`config.mk`:
```
export PLATFORM = sky130hd
export DESIGN_NAME = alu_exec_stage
export DESIGN_NICKNAME = d
export VERILOG_FILES = /design/src/rtl/alu_exec_stage.sv
export SDC_FILE = /design/constraint.sdc
export NUM_CORES = 1
export LEC_CHECK = 0
export BUFFER_PORTS_ARGS = -buffer_cell sky130_fd_sc_hd__buf_2
export CAP_MARGIN = 20
export CORE_ASPECT_RATIO = 0.5
export CORE_MARGIN = 8
export CORE_UTILIZATION = 30
export CTS_CLUSTER_SIZE = 10
export DETAILED_ROUTE_END_ITERATION = 10
export PLACE_DENSITY = 0.53
export SYNTH_ARGS = -nofsm -noshare
export SYNTH_HDL_FRONTEND = slang
export SYNTH_SLANG_ARGS = --single-unit
export TNS_END_PERCENT = 10
```
`constraint.sdc`:
```
create_clock -name clk -period 9.1 [get_ports clk]
set_input_delay 1.82 -clock clk [delete_from_list [all_inputs] [get_ports clk]]
set_output_delay 1.82 -clock clk [all_outputs]
set_load 0.02 [all_outputs]
```
`src/rtl/alu_exec_stage.sv`:
```
// Execute-stage ALU: add/sub/and/or/slt with Zero and Overflow flags, registered
// behind a valid/ready handshake with a 2-entry skid buffer (main M drives outputs, S absorbs stalls).
module alu_exec_stage #(
    parameter int unsigned WIDTH = 32
) (
    input  logic             clk,
    input  logic             reset,
    input  logic             Flush,
    input  logic             InValid,
    output logic             InReady,
    input  logic [WIDTH-1:0] SrcA,
    input  logic [WIDTH-1:0] SrcB,
    input  logic [2:0]       AluControl,
    input  logic [4:0]       InDst,
    output logic             OutValid,
    input  logic             OutReady,
    output logic [WIDTH-1:0] AluResult,
    output logic             Zero,
    output logic             Overflow,
    output logic [4:0]       OutDst
);

    localparam int unsigned MSB     = WIDTH - 1;
    localparam int unsigned ENTRY_W = WIDTH + 7;

    localparam logic [2:0] OP_AND = 3'b000;
    localparam logic [2:0] OP_OR  = 3'b001;
    localparam logic [2:0] OP_ADD = 3'b010;
    localparam logic [2:0] OP_SUB = 3'b110;
    localparam logic [2:0] OP_SLT = 3'b111;

    logic [WIDTH-1:0]   sum_c, diff_c, res_c;
    logic               ovf_add_c, ovf_sub_c, ovf_c, lt_c, zero_c;
    logic [ENTRY_W-1:0] new_entry_c;

    logic               m_valid_q, m_valid_d;
    logic               s_valid_q, s_valid_d;
    logic [ENTRY_W-1:0] m_data_q, m_data_d;
    logic [ENTRY_W-1:0] s_data_q, s_data_d;
    logic               in_ready_q, in_ready_d;
    logic               accept_c, pop_c;

    // Input-side compute; an entry is {result, zero, overflow, dst}.
    always_comb begin
        sum_c     = SrcA + SrcB;
        diff_c    = SrcA - SrcB;
        ovf_add_c = (SrcA[MSB] == SrcB[MSB]) && (sum_c[MSB] != SrcA[MSB]);
        ovf_sub_c = (SrcA[MSB] != SrcB[MSB]) && (diff_c[MSB] != SrcA[MSB]);
        lt_c      = diff_c[MSB] ^ ovf_sub_c;
        res_c     = '0;
        ovf_c     = 1'b0;
        case (AluControl)
            OP_ADD: begin
                res_c = sum_c;
                ovf_c = ovf_add_c;
            end
            OP_SUB: begin
                res_c = diff_c;
                ovf_c = ovf_sub_c;
            end
            OP_AND: res_c = SrcA & SrcB;
            OP_OR:  res_c = SrcA | SrcB;
            OP_SLT: res_c = {{(WIDTH-1){1'b0}}, lt_c};
            default: begin
                res_c = '0;
                ovf_c = 1'b0;
            end
        endcase
        zero_c      = (res_c == '0);
        new_entry_c = {res_c, zero_c, ovf_c, InDst};
    end

    assign accept_c = InValid & in_ready_q;
    assign pop_c    = m_valid_q & OutReady;

    // Skid-buffer next state; S always drains into M before new data is taken.
    always_comb begin
        m_valid_d = m_valid_q;
        s_valid_d = s_valid_q;
        m_data_d  = m_data_q;
        s_data_d  = s_data_q;
        if (s_valid_q) begin
            if (pop_c) begin
                m_data_d  = s_data_q;
                s_valid_d = 1'b0;
            end
        end else if (!m_valid_q) begin
            if (accept_c) begin
                m_data_d  = new_entry_c;
                m_valid_d = 1'b1;
            end
        end else if (pop_c && accept_c) begin
            m_data_d = new_entry_c;
        end else if (pop_c) begin
            m_valid_d = 1'b0;
        end else if (accept_c) begin
            s_data_d  = new_entry_c;
            s_valid_d = 1'b1;
        end
        if (Flush) begin
            m_valid_d = 1'b0;
            s_valid_d = 1'b0;
        end
        in_ready_d = !s_valid_d;
    end

    always_ff @(posedge clk) begin
        if (reset) begin
            m_valid_q  <= 1'b0;
            s_valid_q  <= 1'b0;
            m_data_q   <= '0;
            s_data_q   <= '0;
            in_ready_q <= 1'b1;
        end else begin
            m_valid_q  <= m_valid_d;
            s_valid_q  <= s_valid_d;
            m_data_q   <= m_data_d;
            s_data_q   <= s_data_d;
            in_ready_q <= in_ready_d;
        end
    end

    assign InReady   = in_ready_q;
    assign OutValid  = m_valid_q;
    assign AluResult = m_data_q[ENTRY_W-1 -: WIDTH];
    assign Zero      = m_data_q[6];
    assign Overflow  = m_data_q[5];
    assign OutDst    = m_data_q[4:0];

endmodule

```
==> metrics.txt <==
# TYPE chip_impl_metric gauge
chip_impl_info{name="status",value="finished, final reports clean"} 1
chip_impl_metric{name="die_y",unit="um"} 136
chip_impl_metric{name="postCtsHoldBufs",unit=""} 0
chip_impl_info{name="crit_family",value="simple AND/OR/NAND/NOR gates"} 1
chip_impl_metric{name="grt_max_degree",unit=""} 83
chip_impl_metric{name="num-nets-final",unit=""} 1458
chip_impl_metric{name="critical_path.max_stage_delay",unit="ns"} 0.72
chip_impl_metric{name="power.density_cell_area",unit="nW/um^2"} 128
chip_impl_info{name="min-delay-path-class",value="register to register"} 1
chip_impl_info{name="tritoncts",value="done"} 1
chip_impl_metric{name="area_growth",unit="%"} 13.5
chip_impl_metric{name="report.final.setup_viol",unit=""} 0
chip_impl_metric{name="dp_hpwl",unit="mm"} 25.0
chip_impl_metric{name="worst_clock_skew",unit="ns"} 0.00831
chip_impl_metric{name="drt-vias-per-instance",unit=""} 5.41
chip_impl_metric{name="clock_insertion_delay_worst_skew",unit="ns"} 0.34
chip_impl_metric{name="placedCellCount",unit=""} 1641
chip_impl_info{name="cts_root_buf",value="sky130_fd_sc_hd__clkbuf_16"} 1
chip_impl_metric{name="initial_antenna_violation_count",unit=""} 0
chip_impl_metric{name="cap_viol_max_count",unit=""} 0
chip_impl_metric{name="post_cts_resized",unit=""} 0
chip_impl_metric{name="worst_slew_margin_relative_to_its_limit",unit="%"} 32.3
chip_impl_metric{name="distinct_cell_type_count_after_synthesis",unit=""} 80
chip_impl_metric{name="clock.fmax",unit="MHz"} 145
chip_impl_metric{name="number_of_buffers_between_clock_root_and_the_deepest_sink",unit=""} 2
chip_impl_metric{name="drtAntennaViolNets",unit=""} 0
chip_impl_info{name="worstPathCellList",value="buf_2 -> inv_1 -> ha_1 -> nor2_1 -> o21ai_0 -> a2111oi_0 -> o21ai_0 -> o211ai_1 -> o21ai_0 -> nand2_1 -> a31oi_1 -> nor2_1 -> nor2_1 -> fa_1 -> a31oi_1 -> a21oi_1 -> nor4b_1 -> and4_1 -> nand4_1 -> or4_1 -> or4_4 -> o41ai_2"} 1
chip_impl_metric{name="setup_buffers_after_cts",unit=""} 0
chip_impl_metric{name="post-route-min-period",unit="ns"} 6.90
chip_impl_metric{name="grt_pass1_wl",unit="mm"} 49.7
chip_impl_metric{name="grt.total_usage",unit="%"} 17.7
chip_impl_metric{name="cts.clk_slew.worst_paths",unit="ns"} 0.06
chip_impl_metric{name="ys_seq_area_share",unit="%"} 18.9
chip_impl_info{name="grt_setup_unrepaired",value="false"} 1
chip_impl_metric{name="layout.area.seq",unit="sq um"} 1620
chip_impl_metric{name="final_core_utilization",unit="%"} 34.9
chip_impl_metric{name="postSynthRegisterBits",unit=""} 81
chip_impl_metric{name="cts.sinks",unit=""} 81
chip_impl_info{name="setup.worst_path.start_class",value="input pin"} 1
chip_impl_metric{name="firstDrtPassIters",unit=""} 6
chip_impl_metric{name="postSynth.asyncResetShare",unit="%"} 0
chip_impl_info{name="dominantRegCellSynth",value="sky130_fd_sc_hd__dfxtp_1"} 1
chip_impl_metric{name="via_count",unit=""} 8981
chip_impl_metric{name="starting_density_of_the_core",unit="%"} 30.8
chip_impl_metric{name="tritoncts.num_buffers",unit=""} 9
chip_impl_metric{name="yosys_warnings",unit=""} 0
chip_impl_metric{name="final.setup.tns",unit="ns"} 0
chip_impl_metric{name="final.fill_count",unit=""} 3012
chip_impl_metric{name="die_footprint",unit="sq um"} 34600
chip_impl_metric{name="fin_crit_sh",unit="%"} 75.9
chip_impl_metric{name="antenna-diode-count",unit=""} 0
chip_impl_metric{name="synth_enable_flop_cells",unit=""} 0
chip_impl_metric{name="share_of_final_layout_standard_cells_stronger_than_drive_strength_1",unit="%"} 13.8
chip_impl_metric{name="drcViolationCount",unit=""} 0
chip_impl_metric{name="power.ir.vdd_worst",unit="V"} 0.0000722
chip_impl_metric{name="first_global_vias",unit=""} 8546
chip_impl_metric{name="finish.cell_count_without_fillers",unit=""} 1659
chip_impl_metric{name="detail_route.wl_per_cell",unit="um"} 19.3
chip_impl_metric{name="drt_iter0_markers",unit=""} 838
chip_impl_info{name="critical_path.endpoint_type",value="register"} 1
chip_impl_metric{name="area_used_by_multi_input_combinational_logic",unit="sq um"} 6250
chip_impl_metric{name="die_w",unit="um"} 255
chip_impl_metric{name="static-leakage-power",unit="nW"} 4.17
chip_impl_metric{name="final.hold.worst_slack",unit="ns"} 0.451
chip_impl_metric{name="crit_path_max_fanout",unit=""} 13
chip_impl_metric{name="worst_ep_required_time",unit="ns"} 9.34
chip_impl_metric{name="tightestPinTransition",unit="ns"} 1.02
chip_impl_metric{name="postRouteWirelength",unit="mm"} 32.0
chip_impl_metric{name="pin_count",unit=""} 118
chip_impl_metric{name="core_outline_area",unit="sq um"} 27900
chip_impl_metric{name="grt_overflow",unit=""} 0
chip_impl_metric{name="post_synth_inst_count",unit=""} 1213
chip_impl_metric{name="gp_routability_congestion",unit=""} 0.901
chip_impl_metric{name="post_synth_instance_area",unit="sq um"} 8590
chip_impl_metric{name="nets_in_the_synthesized_netlist",unit=""} 1398
chip_impl_metric{name="rows",unit=""} 43
chip_impl_metric{name="cp_num_buf_inv",unit=""} 2
chip_impl_metric{name="cts_htree_levels",unit=""} 3
chip_impl_metric{name="timing.critical_path.arrival",unit="ns"} 7.14
chip_impl_metric{name="report.final.slew_viol_count",unit=""} 0
chip_impl_info{name="crit_path_class",value="input pin to register"} 1
chip_impl_metric{name="io_buffers",unit=""} 117
chip_impl_info{name="library_cell_contributing_the_largest_single_delay_on_the_critical_path",value="sky130_fd_sc_hd__a2111oi_0"} 1
chip_impl_metric{name="hold_violations",unit=""} 0
chip_impl_metric{name="avgSynthCellArea",unit="sq um"} 7.09
[layout by cell type (no fill, tap or decap), drive strengths merged, types with 5 or more instances in the layout]
master   Yosys  layout
nor2       122     122
nand2b      18      18
nand3       18      18
a21o        17      17
nor4        10      10
o21ai       74      74
inv        105     106
a22oi        7       7
a211oi      49      49
o211ai      27      27
a221oi       6       6
or3         12      12
nor2b       10      10
and3        10      10
a21oi      124     124
mux2i       10      10
a2111oi      5       5
a31oi       11      11
and2         5       5
o22ai       14      14
o21bai       7       7
buf         17     127
xnor2       21      21
or4          6       6
o31a         6       6
nand2      123     123
clkbuf      63      11
nor3        28      28
o31ai        9       9
nand4       21      21
dfxtp       81      81
o21a         8       8
o311ai       6       6
ha         105     105
[synthesized netlist by cell type, types with 14 or more instances]
cell type,instances,area share (%)
sky130_fd_sc_hd__o22ai_1,14,1.0
sky130_fd_sc_hd__inv_1,102,4.5
sky130_fd_sc_hd__nand4_1,21,1.5
sky130_fd_sc_hd__nor3_1,28,1.6
sky130_fd_sc_hd__nand2b_1,18,1.3
sky130_fd_sc_hd__dfxtp_1,81,19
sky130_fd_sc_hd__o21ai_0,73,4.3
sky130_fd_sc_hd__ha_1,105,15
sky130_fd_sc_hd__nand2_1,123,5.4
sky130_fd_sc_hd__nor2_1,122,5.3
sky130_fd_sc_hd__clkbuf_1,63,2.8
sky130_fd_sc_hd__a21oi_1,124,7.2
sky130_fd_sc_hd__a21o_1,17,1.5
sky130_fd_sc_hd__xnor2_1,21,2.1
sky130_fd_sc_hd__a211oi_1,48,4.2
sky130_fd_sc_hd__nand3_1,18,1.0
sky130_fd_sc_hd__o211ai_1,27,2.4
[per-layer routing]
metal	up-vias	GRT usage, %	wire length [um]
li1	4435	-	-
met3	25	2.94	2260
met2	278	28.5	14100
met5	-	0	0
met1	4243	24.7	15200
met4	0	3.64	412
[where the power goes]
part | switching [mW] | internal [mW]
Sequential | 0.00834 | 0.370
Clock | 0.150 | 0.240
Combinational | 0.317 | 0.165
Total | 0.475 | 0.775
[area by class of cell]
| class | instances | area share (%) |
|---|---|---|
| inverter | 106 | 4.08 |
| sequential | 81 | 16.6 |
| clock inverter | 6 | 0.936 |
| timing repair buffer | 129 | 7.05 |
| tap | 382 | 4.90 |
| multi-input combinational | 946 | 64.1 |
| clock buffer | 9 | 2.31 |
[flip-flops by register name, summed over array words and instances (netlist names)]
register / flops
s_valid_q: 1
InReady: 1
m_data_q: 39
s_data_q: 39
OutValid: 1
[per-stage QoR]
stage               total power [mW]  worst slack [ns]  area, sq um
finish                          1.25              2.20         9760
global route                    1.32              1.72         9760
CTS                             1.25              2.25         9720
detailed placement             0.859              1.92         9400
global placement               0.858              2.11         9400
floorplan                      0.707              2.93         8590
[worst reg2reg max path: stages, from the launching register on]
cell and delay, ns:
sky130_fd_sc_hd__dfxtp_2 0.50, sky130_fd_sc_hd__buf_12 0.27, sky130_fd_sc_hd__nor2_1 0.07, sky130_fd_sc_hd__a21oi_1 0.17, sky130_fd_sc_hd__or2_2 0.72, sky130_fd_sc_hd__a21oi_1 0.08, sky130_fd_sc_hd__o31a_1 0.19, sky130_fd_sc_hd__nor3_1 0.17
[cells by family after synthesis]
logic type      after synthesis  share of synthesized area (%)
fa+ha+maj                   108                           16.0
flops                        81                           18.9
buf+inv                     186                           8.50
compound gates              407                           31.4
simple gates                398                           21.8
xor+xnor                     23                           2.34
mux                          10                           1.16
[path summary, 6_finish.rpt]
path | to | slack, ns | cells after the start | start
setup / recovery | m_data_q[6] | 2.20 | 22 | SrcA[17]
hold / removal | m_data_q[21] | 0.45 | 2 | m_data_q[21]
setup reg to reg | m_data_q[5] | 6.84 | 7 | s_valid_q
hold reg to reg | m_data_q[21] | 0.45 | 2 | m_data_q[21]
(Power assumes the default switching activity.)
